File: src/rtl/order_dispatch.sv
// order_dispatch: pops one order from the order cache, dispatches it to one of four engines and
// returns an id/status completion record. Define ORDER_WATCHDOG_EN to build the RUN-state watchdog.
module order_dispatch #(
  parameter int WDT_W = 24
) (
  input  logic        system_clk,
  input  logic        rst_n,
  input  logic        run_en,
  output logic        pop_order_en,
  input  logic        order_valid,
  input  logic        order_valid_r,
  input  logic [2:0]  order,
  input  logic [31:0] id,
  output logic [3:0]  engine_start,
  input  logic [3:0]  engine_done,
  output logic [3:0]  engine_abort,
  output logic        busy,
  output logic        done_valid,
  input  logic        done_ready,
  output logic [31:0] done_id,
  output logic [1:0]  done_status,
  output logic [31:0] order_count
);

  typedef enum logic [2:0] {IDLE, WAIT_R, LATCH, ISSUE, RUN, REPORT} state_t;

  localparam logic [1:0] ST_OK  = 2'b00;
  localparam logic [1:0] ST_ILL = 2'b01;
  localparam logic [1:0] ST_TMO = 2'b10;

  state_t      state_q, state_d;
  logic [1:0]  status_d;
  logic [1:0]  sel_q;
  logic        eng_q;
  logic        ill_q;
  logic [31:0] id_q;
  logic [31:0] done_id_q;
  logic [1:0]  done_status_q;
  logic [31:0] order_count_q;
  logic        done_hit;
  logic        wdt_exp;
  logic [3:0]  sel_onehot;

  assign done_hit   = engine_done[sel_q];
  assign sel_onehot = 4'b0001 << sel_q;

`ifdef ORDER_WATCHDOG_EN
  logic [WDT_W-1:0] wdt_q, wdt_d;

  // Held at zero outside RUN, so it starts from zero on every RUN entry.
  always_comb begin
    wdt_d = '0;
    if (state_q == RUN) wdt_d = wdt_q + {{(WDT_W-1){1'b0}}, 1'b1};
  end

  always_ff @(posedge system_clk) begin
    if (!rst_n) wdt_q <= '0;
    else        wdt_q <= wdt_d;
  end

  assign wdt_exp = (state_q == RUN) && (&wdt_q);
`else
  assign wdt_exp = 1'b0;
`endif

  always_ff @(posedge system_clk) begin
    if (!rst_n) state_q <= IDLE;
    else        state_q <= state_d;
  end

  always_comb begin
    state_d  = state_q;
    status_d = ST_OK;
    unique case (state_q)
      IDLE:   if (order_valid) state_d = WAIT_R;
      WAIT_R: state_d = LATCH;
      LATCH:  state_d = ISSUE;
      ISSUE: begin
        if (!eng_q) begin
          state_d  = REPORT;
          status_d = ill_q ? ST_ILL : ST_OK;
        end else if (done_hit) begin
          state_d = REPORT;
        end else begin
          state_d = RUN;
        end
      end
      RUN: begin
        if (done_hit) begin
          state_d = REPORT;
        end else if (wdt_exp) begin
          state_d  = REPORT;
          status_d = ST_TMO;
        end
      end
      REPORT: if (done_ready) state_d = IDLE;
      default: state_d = IDLE;
    endcase
  end

  always_comb begin
    pop_order_en = 1'b0;
    engine_start = 4'b0000;
    engine_abort = 4'b0000;
    busy         = (state_q != IDLE);
    done_valid   = (state_q == REPORT);
    unique case (state_q)
      IDLE:    pop_order_en = run_en;
      ISSUE:   if (eng_q) engine_start = sel_onehot;
      RUN:     if (wdt_exp && !done_hit) engine_abort = sel_onehot;
      default: ;
    endcase
  end

  // Order fields are only consumed after LATCH, so they need no reset.
  always_ff @(posedge system_clk) begin
    if (state_q == LATCH) begin
      id_q  <= id;
      sel_q <= order[1:0] - 2'd1;
      eng_q <= (order != 3'd0) && (order <= 3'd4);
      ill_q <= (order >= 3'd5);
    end
  end

  always_ff @(posedge system_clk) begin
    if (!rst_n) begin
      done_id_q     <= '0;
      done_status_q <= ST_OK;
      order_count_q <= '0;
    end else begin
      if (state_q != REPORT && state_d == REPORT) begin
        done_id_q     <= id_q;
        done_status_q <= status_d;
      end
      if (state_q == REPORT && done_ready) order_count_q <= order_count_q + 32'd1;
    end
  end

  // Cache contract check only: the FSM advances from WAIT_R without consulting order_valid_r.
  always_ff @(posedge system_clk) begin
    if (rst_n && state_q == WAIT_R) assert (order_valid_r);
  end

  assign done_id     = done_id_q;
  assign done_status = done_status_q;
  assign order_count = order_count_q;

endmodule

File: config.mk
export PLATFORM = sky130hd
export DESIGN_NAME = order_dispatch
export DESIGN_NICKNAME = d
export VERILOG_FILES = /design/src/rtl/order_dispatch.sv
export SDC_FILE = /design/constraint.sdc
export NUM_CORES = 1
export LEC_CHECK = 0
export CELL_PAD_IN_SITES_DETAIL_PLACEMENT = 0
export CELL_PAD_IN_SITES_GLOBAL_PLACEMENT = 1
export CORE_MARGIN = 2
export CORE_UTILIZATION = 30
export CTS_BUF_LIST = sky130_fd_sc_hd__clkbuf_16
export CTS_CLUSTER_DIAMETER = 30
export CTS_CLUSTER_SIZE = 10
export DETAILED_ROUTE_END_ITERATION = 10
export PLACE_DENSITY_LB_ADDON = 0.15
export SYNTH_ARGS = -nofsm -noshare
export SYNTH_HDL_FRONTEND = slang
export SYNTH_SLANG_ARGS = --single-unit
File: constraint.sdc
create_clock -name system_clk -period 6.31 [get_ports system_clk]
set_input_delay 1.262 -clock system_clk [delete_from_list [all_inputs] [get_ports system_clk]]
set_output_delay 1.262 -clock system_clk [all_outputs]
set_load 0.05 [all_outputs]
==> results of run 1 <==
## state kept, by name (all words and copies together), names as in the netlist
register and count:
eng_q 1, done_status 1, id_q 32, done_id 32, sel_q 2, ill_q 1
order_count 32, state_q 3
## cell type report
| class | instances | area share |
|---|---|---|
| multi-input cells | 281 | 0.295 |
| well taps | 184 | 0.0391 |
| repair buffers | 117 | 0.197 |
| clock buffers | 9 | 0.0382 |
| clock inverters | 7 | 0.00914 |
| inverters | 10 | 0.00637 |
| flip-flops and latches | 104 | 0.415 |
## tightest hold or removal path, stage by stage (launching register included)
cell and delay (ns):
dfxtp_1 0.31, nand2_1 0.05, o21ai_1 0.05
## placed cells by master, fill, tap and decap left out, types with 2 or more instances in the layout
| cell | n |
|---|---|
| clkbuf_16 | 9 |
| inv_1 | 11 |
| xor2_1 | 6 |
| mux2i_1 | 41 |
| nor2_1 | 15 |
| o21ai_0 | 4 |
| nor3_1 | 6 |
| inv_6 | 3 |
| and4_1 | 4 |
| ha_1 | 3 |
| conb_1 | 5 |
| o31ai_1 | 9 |
| nand4_1 | 9 |
| nand2_1 | 94 |
| or4_1 | 9 |
| a21oi_1 | 14 |
| buf_4 | 2 |
| nand3_1 | 10 |
| nand2b_1 | 10 |
| nor4_1 | 9 |
| or3_1 | 3 |
| xnor2_1 | 5 |
| dfxtp_1 | 68 |
| and3_1 | 4 |
| and2_1 | 4 |
| edfxtp_1 | 36 |
| clkdlybuf4s50_1 | 114 |
| nand4b_1 | 2 |
## path summary, 6_finish.rpt
kind | slack, ns | end | cells past startpoint | start
min reg2reg | 0.45 | done_status[0] | 2 | done_status[0]
max | 2.39 | pop_order_en | 3 | run_en
min | 0.45 | done_status[0] | 2 | done_status[0]
max reg2reg | 4.17 | done_id[13] | 3 | state_q[0]
## logic make-up (layout without fill, tap and decap cells)
group | count (synthesis) | in the layout | share of synthesized area
fa+ha+maj | 3 | 3 | 0.00855
other cells | 1 | 5 | 0.000854
simple gates | 186 | 186 | 0.212
mux | 42 | 42 | 0.0986
xor+xnor | 11 | 11 | 0.0219
compound gates | 34 | 34 | 0.0490
buf+inv | 36 | 143 | 0.0525
flops | 104 | 104 | 0.556
## metrics by stage
stage               total power, W  cell area (um^2)  hold WS (ns)
finish                     0.00150              5890         0.451
global route               0.00157              5890         0.472
CTS                        0.00153              5890         0.455
detailed placement        0.000986              5610         0.444
global placement          0.000982              5610         0.437
floorplan                 0.000918              4400         0.471
## power by group through the flow
stage / combinational, W / clock (W) / sequential [W]
final: 0.000207 / 0.000536 / 0.000760
after floorplan: 0.000106 / 0 / 0.000813
after global routing: 0.000222 / 0.000581 / 0.000765
after global placement: 0.000208 / 0 / 0.000774
after detailed placement: 0.000210 / 0 / 0.000776
after CTS: 0.000211 / 0.000559 / 0.000761
## per-layer routing
layer | up-vias | track usage
met5 | - | 0
met4 | 0 | 0.0497
met3 | 14 | 0.0565
met2 | 87 | 0.200
met1 | 1528 | 0.148
li1 | 1679 | -
==> metrics.yaml, run 1 <==
comb_power_share: 0.138
top_layer: "met4"
maxSlewHeadroom: 0.290
seq_area_um2: 2440
critical_path.cell_chain: "clkdlybuf4s50_1, and3_1, clkdlybuf4s50_1"
ys_types: 43
start_kind: "input pin"
dieArea_um2: 15600
antenna_found_initial: 0
switchingPower_w: 0.000411
routed_wl_um: 9860
clkPwrFrac: 0.357
cts_hold_buf: 0
syn-mean-instance-area_um2: 10.5
swShare: 0.274
first_global_vias: 3122
clk_pin_slew_ns: 0.07
multi_input_area_um2: 1740
fill_cells: 1430
routabilityCongestion: 0.743
cts_sinks: 104
intPower_w: 0.00109
setup_ws_ns: 2.39
yosys-top-cells-area: "dfxtp_1, edfxtp_1, mux2i_1"
status: "finished, final reports clean"
crit_top_cell: "clkdlybuf4s50_1"
cts_htree_levels: 3
critPathMaxStageDelay_ns: 0.80
io_buffers: 115
slew_viol_final: 0
setup_viol: 0
drtIter0Drc: 204
drc: 0
synth-seq-cells: 104
final_core_util: 0.408
rsz0062_at_grt: "false"
ant_nets: 0
worstMarginPinSlew_ns: 1.06
cap_violations: 0
fmax_mhz: 255
yosys.area.top_type: "dfxtp_1"
cp-end-kind: "primary output"
period_share: 0.620
numCtsBuffers: 9
synthCells: 417
synth_area_um2: 4390
holdCritPathClass: "flop to flop"
synth-edff-count: 36
cp.required_ns: 5.05
ctsResizeCount: 0
critical-path-top-delay-family: "buffers and inverters"
path_class: "input pin to primary output"
cts_tree: "built"
viasPerCell: 4.65
p_seq_frac: 0.506
wl_met1_um: 4440
crit_fanout: 1
async_flop_share: 0
drt-pass1-iter-count: 4
hold_viol: 0
cp.arrival_ns: 2.65
clock-root-buffer: "clkbuf_16"
p_leak_nw: 1.96
clock_latency_ns: 0.35
synthToLayoutAreaGrowth_pct: 34.2
yosysMostFrequentCell: "nand2_1"
ir_drop_uv: 164
met2_length_um: 4470
fin_crit_ns: 3.92
start_util: 0.304
grt_pass1_wl_um: 15700
fin_setup_tns_ns: 0
yosys-top-cells-count: "nand2_1, dfxtp_1, mux2i_1"
rows: 44
core_region_area_um2: 14400
postCtsSetupBuffers: 0
layout.cells.non_filler: 712
nets: 571
yosysSeqAreaShare: 0.556
vias: 3308
clk_path_buf_depth: 2
yosysTopAreaCellShare: 0.310
grt_max_degree: 88
dr_wl_met3_um: 777
cp_num_buf_inv: 2
synth_flop_cell: "dfxtp_1"
die_w_um: 125
p_per_area_nw_per_um2: 255
grt.overflow.total: 0
yosys_warnings: 0
cpMaxStageDelayCell: "clkdlybuf4s50_1"
clock_skew_ns: 0.00778
drive_above_1_share: 0.0455
wl_per_cell_um: 13.9
fp.dieH_um: 125
io_pins: 122
post-place-ws_ns: 2.39
dp.cells: 696
dp_hpwl_um: 6620
grt_usage: 0.125
diodes: 0
Power figures use the tool's default switching activity.
==> run 2: changes to the inputs <==
- clock period: 6.31 -> 3.4 ns (I/O delays scaled with it)
==> run 2 against run 1 <==
Compared with the run above: die area is the same; first-iteration DRC count shrank 19%; clock-buffer cell count is the same; cell count grew 0.28%; design area grew 0.93%; critical endpoint is now engine_start[0]; combinational power grew 86%; register-to-register slack lost 2.9 ns; largest power group unchanged; highest routed layer unchanged; critical path type is now flop to primary output; via count grew 1.1%; sequential share of layout area shrank 0.38 points; wire length is essentially flat; clock skew is essentially flat.
==> metrics.yaml, run 2 (synthesis gave the netlist of run 1 again) <==
drt-pass1-iter-count: 4
dp_hpwl_um: 6720
first_global_vias: 3224
dieArea_um2: 15600
diodes: 0
synthToLayoutAreaGrowth_pct: 35.4
setup_viol: 0
mostFrequentLayoutCells: "clkdlybuf4s50_1, nand2_1, dfxtp_1, mux2i_1, edfxtp_1"
clk_pin_slew_ns: 0.07
cp-end-kind: "primary output"
vias: 3345
cp.required_ns: 2.72
slew_viol_final: 0
period_share: 0.878
postCtsSetupBuffers: 0
ctsResizeCount: 0
io_pins: 122
drive_above_1_share: 0.0472
worstMarginPinSlew_ns: 1.05
cap_violations: 0
routabilityCongestion: 0.747
final_core_util: 0.412
rows: 44
path_class: "flop to primary output"
drtIter0Drc: 166
die_w_um: 125
post-place-ws_ns: 0.641
clk_path_buf_depth: 2
final_common_cell: "clkdlybuf4s50_1"
grt.overflow.total: 0
p_leak_nw: 1.99
core_region_area_um2: 14400
fin_setup_tns_ns: 0
setup_ws_ns: 0.414
fmax_mhz: 335
io_buffers: 115
fin_crit_ns: 2.99
clock_latency_ns: 0.36
grt_usage: 0.130
maxSlewHeadroom: 0.298
status: "finished, final reports clean"
rsz0062_at_grt: "false"
cp.arrival_ns: 2.31
crit_fanout: 10
numCtsBuffers: 9
hold_viol: 0
ir_drop_uv: 228
cts_tree: "built"
drc: 0
grt_pass1_wl_um: 16100
grt_max_degree: 49
clock_skew_ns: 0.00743
start_kind: "flop"
start_util: 0.304
cts_hold_buf: 0
routed_wl_um: 9870
fill_cells: 1420
layout.cells.non_filler: 714
viasPerCell: 4.68
cts_sinks: 104
ant_nets: 0
clock-root-buffer: "clkbuf_16"
cts_htree_levels: 3
holdCritPathClass: "flop to flop"
antenna_found_initial: 0
wl_per_cell_um: 13.8
nets: 573
p_per_area_nw_per_um2: 489
fp.dieH_um: 125
dp.cells: 698
[run 2: changes by cell type in the layout (fill, tap and decap cells not counted), sizes merged]
| cell | before | now |
|---|---|---|
| clkinvlp | 0 | 1 |
| clkinv | 2 | 0 |
| inv | 15 | 14 |
| buf | 3 | 5 |
| bufinv | 0 | 2 |
[run 2: path summary, 6_finish.rpt]
check	from	endpoint	slack, ns	cells past startpoint
setup / recovery	state_q[0]	engine_start[0]	0.41	4
setup reg to reg	state_q[2]	done_id[14]	1.24	4
hold / removal	done_status[0]	done_status[0]	0.45	2
hold reg to reg	done_status[0]	done_status[0]	0.45	2
[run 2: per-layer routing]
| metal | routed length [um] | global-route usage | up-vias |
|---|---|---|---|
| met4 | 206 | 0.0608 | 0 |
| li1 | - | - | 1678 |
| met5 | 0 | 0 | - |
| met3 | 609 | 0.0441 | 13 |
| met2 | 4520 | 0.205 | 83 |
| met1 | 4530 | 0.160 | 1571 |
[run 2: cell type report]
class | count | area, um^2 | share of cell area
multi-input cells | 281 | 1740 | 0.293
inverters | 10 | 37.5 | 0.00632
flip-flops and latches | 104 | 2440 | 0.411
clock buffers | 9 | 225 | 0.0379
clock inverters | 7 | 87.6 | 0.0147
repair buffers | 119 | 1180 | 0.198
well taps | 184 | 230 | 0.0387
[run 2: stage by stage]
step / area (um^2) / total power [W] / hold slack (ns)
6_report: 5940 / 0.00290 / 0.449
5_1_grt: 5940 / 0.00304 / 0.471
4_1_cts: 5940 / 0.00295 / 0.451
3_5_place_dp: 5630 / 0.00183 / 0.440
3_3_place_gp: 5630 / 0.00183 / 0.437
2_1_floorplan: 4410 / 0.00170 / 0.471
[run 2: worst max-delay path: stages (launching register included)]
cell             delay (ns)
dfxtp_1                0.54
and3_1                 0.33
nand2_1                0.10
nor3_1                 0.15
clkdlybuf4s50_1        0.83
[run 2: power breakdown]
| group | internal, W | switching [W] |
|---|---|---|
| combinational | 0.000147 | 0.000238 |
| clock | 0.000640 | 0.000466 |
| sequential | 0.00137 | 0.0000373 |
| total | 0.00216 | 0.000741 |
==> run 3: changes to the inputs <==
- CTS_CLUSTER_DIAMETER: 30 -> unset
- REMOVE_ABC_BUFFERS: unset -> 1
==> run 3 against run 2 <==
Compared with the run above: design area shrank 0.88%; sequential cell count stayed put; cell count decreased by 0.28%; critical path depth is the same; maximum frequency increased by 1.2%; hold slack improved by 0.0016 ns; non-clock buffer count fell by 2; global-route usage rose by 0.14 points; first-iteration DRC count decreased by 17%; register-to-register slack got worse by 0.02 ns; combinational power is essentially flat; largest power group unchanged; highest routed layer unchanged.
==> metrics.yaml, run 3 (synthesis gave the netlist of run 1 again) <==
drtIter0Drc: 137
hold_depth: 2
grt.overflow.total: 0
critPathMaxStageDelay_ns: 0.83
period_share: 0.868
synthToLayoutAreaGrowth_pct: 34.2
setup_viol: 0
io_pins: 122
cp.required_ns: 2.72
postCtsSetupBuffers: 0
cts_tree: "built"
slew_viol_final: 0
crit_fanout: 10
r2r_setup_slack_ns: 1.22
path_class: "flop to primary output"
cts_hold_buf: 0
ir_drop_uv: 288
maxSlewHeadroom: 0.296
final_common_cell: "clkdlybuf4s50_1"
fin_crit_ns: 2.95
critical-path-top-delay-family: "buffers and inverters"
die_w_um: 125
r2r-end: "order_count[20]"
drt-pass1-iter-count: 4
reg2regPathDepth: 4
antenna_found_initial: 0
clock_latency_ns: 0.35
rows: 44
diodes: 0
drive_above_1_share: 0.0436
clk_pin_slew_ns: 0.07
cap_violations: 0
grt_usage: 0.131
mostFrequentLayoutCells: "clkdlybuf4s50_1, nand2_1, dfxtp_1, mux2i_1, edfxtp_1"
dieArea_um2: 15600
grt_pass1_wl_um: 16300
reg2reg_from: "state_q[0]"
vias: 3320
ant_nets: 0
dp_hpwl_um: 6600
wl_per_cell_um: 13.8
cp.arrival_ns: 2.27
hold_viol: 0
clock_skew_ns: 0.00677
io_buffers: 115
worstMarginPinSlew_ns: 1.06
cp_num_buf_inv: 1
viasPerCell: 4.66
nets: 571
cpMaxStageDelayCell: "clkdlybuf4s50_1"
drc: 0
whs_endpoint: "done_status[0]"
clk_path_buf_depth: 2
critical_path.cell_chain: "and3_1, nand2_1, nor3_1, clkdlybuf4s50_1"
p_per_area_nw_per_um2: 467
holdCritPathClass: "flop to flop"
ctsResizeCount: 0
clock-root-buffer: "clkbuf_16"
holdWs_ns: 0.450
rsz0062_at_grt: "false"
core_region_area_um2: 14400
cp-end-kind: "primary output"
first_global_vias: 3142
fp.dieH_um: 125
grt_max_degree: 57
routed_wl_um: 9820
start_kind: "flop"
hp-start: "done_status[0]"
routabilityCongestion: 0.730
final_core_util: 0.408
p_leak_nw: 1.96
numCtsBuffers: 9
start_util: 0.304
fmax_mhz: 339
status: "finished, final reports clean"
cts_htree_levels: 3
cts_sinks: 104
==> run 3: cell count changes in the layout (fill, tap and decap cells not counted), sizes merged <==
cell	previous run	this run
buf	5	3
bufinv	2	0
clkinv	0	2
clkinvlp	1	2
inv	14	13
==> run 3: worst max path at each step <==
stage / endpoint / startpoint / cells after the start / slack (ns)
2_1_floorplan: eng_q / state_q[1] / 2 / -0.09
4_1_cts: engine_start[0] / state_q[0] / 4 / 0.41
6_report: engine_start[2] / state_q[0] / 4 / 0.45
3_3_place_gp: order_count[17] / done_ready / 5 / 0.62
3_5_place_dp: order_count[20] / done_ready / 5 / 0.56
5_1_grt: engine_start[1] / state_q[0] / 4 / 0.30
==> run 3: routing by layer <==
layer	wire (um)	GRT usage
met5	0	0
met4	99	0.0353
met3	813	0.0659
met2	4530	0.206
met1	4370	0.160
==> run 3: worst min-delay path, cell delays in order (launching register included) <==
cell	delay, ns
dfxtp_1	0.31
nand2_1	0.05
o21ai_1	0.05
==> run 3: through the flow <==
step / setup slack [ns] / power [W] / setup TNS, ns / std cells / instance area (um^2)
6_report: 0.448 / 0.00275 / 0 / 712 / 5890
5_1_grt: 0.300 / 0.00289 / 0 / 712 / 5890
4_1_cts: 0.412 / 0.00281 / 0 / 712 / 5890
3_5_place_dp: 0.565 / 0.00183 / 0 / 696 / 5620
3_3_place_gp: 0.617 / 0.00183 / 0 / 696 / 5620
2_1_floorplan: -0.0879 / 0.00167 / -3.16 / 395 / 4210
==> run 3: report_power, final <==
group / internal [W] / total, W / switching [W]
Clock: 0.000491 / 0.000953 / 0.000462
Sequential: 0.00137 / 0.00141 / 0.0000369
Combinational: 0.000147 / 0.000384 / 0.000238
Total: 0.00201 / 0.00275 / 0.000736
==> run 3: area by class of cell <==
type | instances | area (um^2)
Clock buffer | 9 | 225
Clock inverter | 7 | 43.8
Fill cell | 1415 | 8530
Inverter | 10 | 37.5
Multi-Input combinational cell | 281 | 1740
Sequential cell | 104 | 2440
Tap cell | 184 | 230
Timing Repair Buffer | 117 | 1170
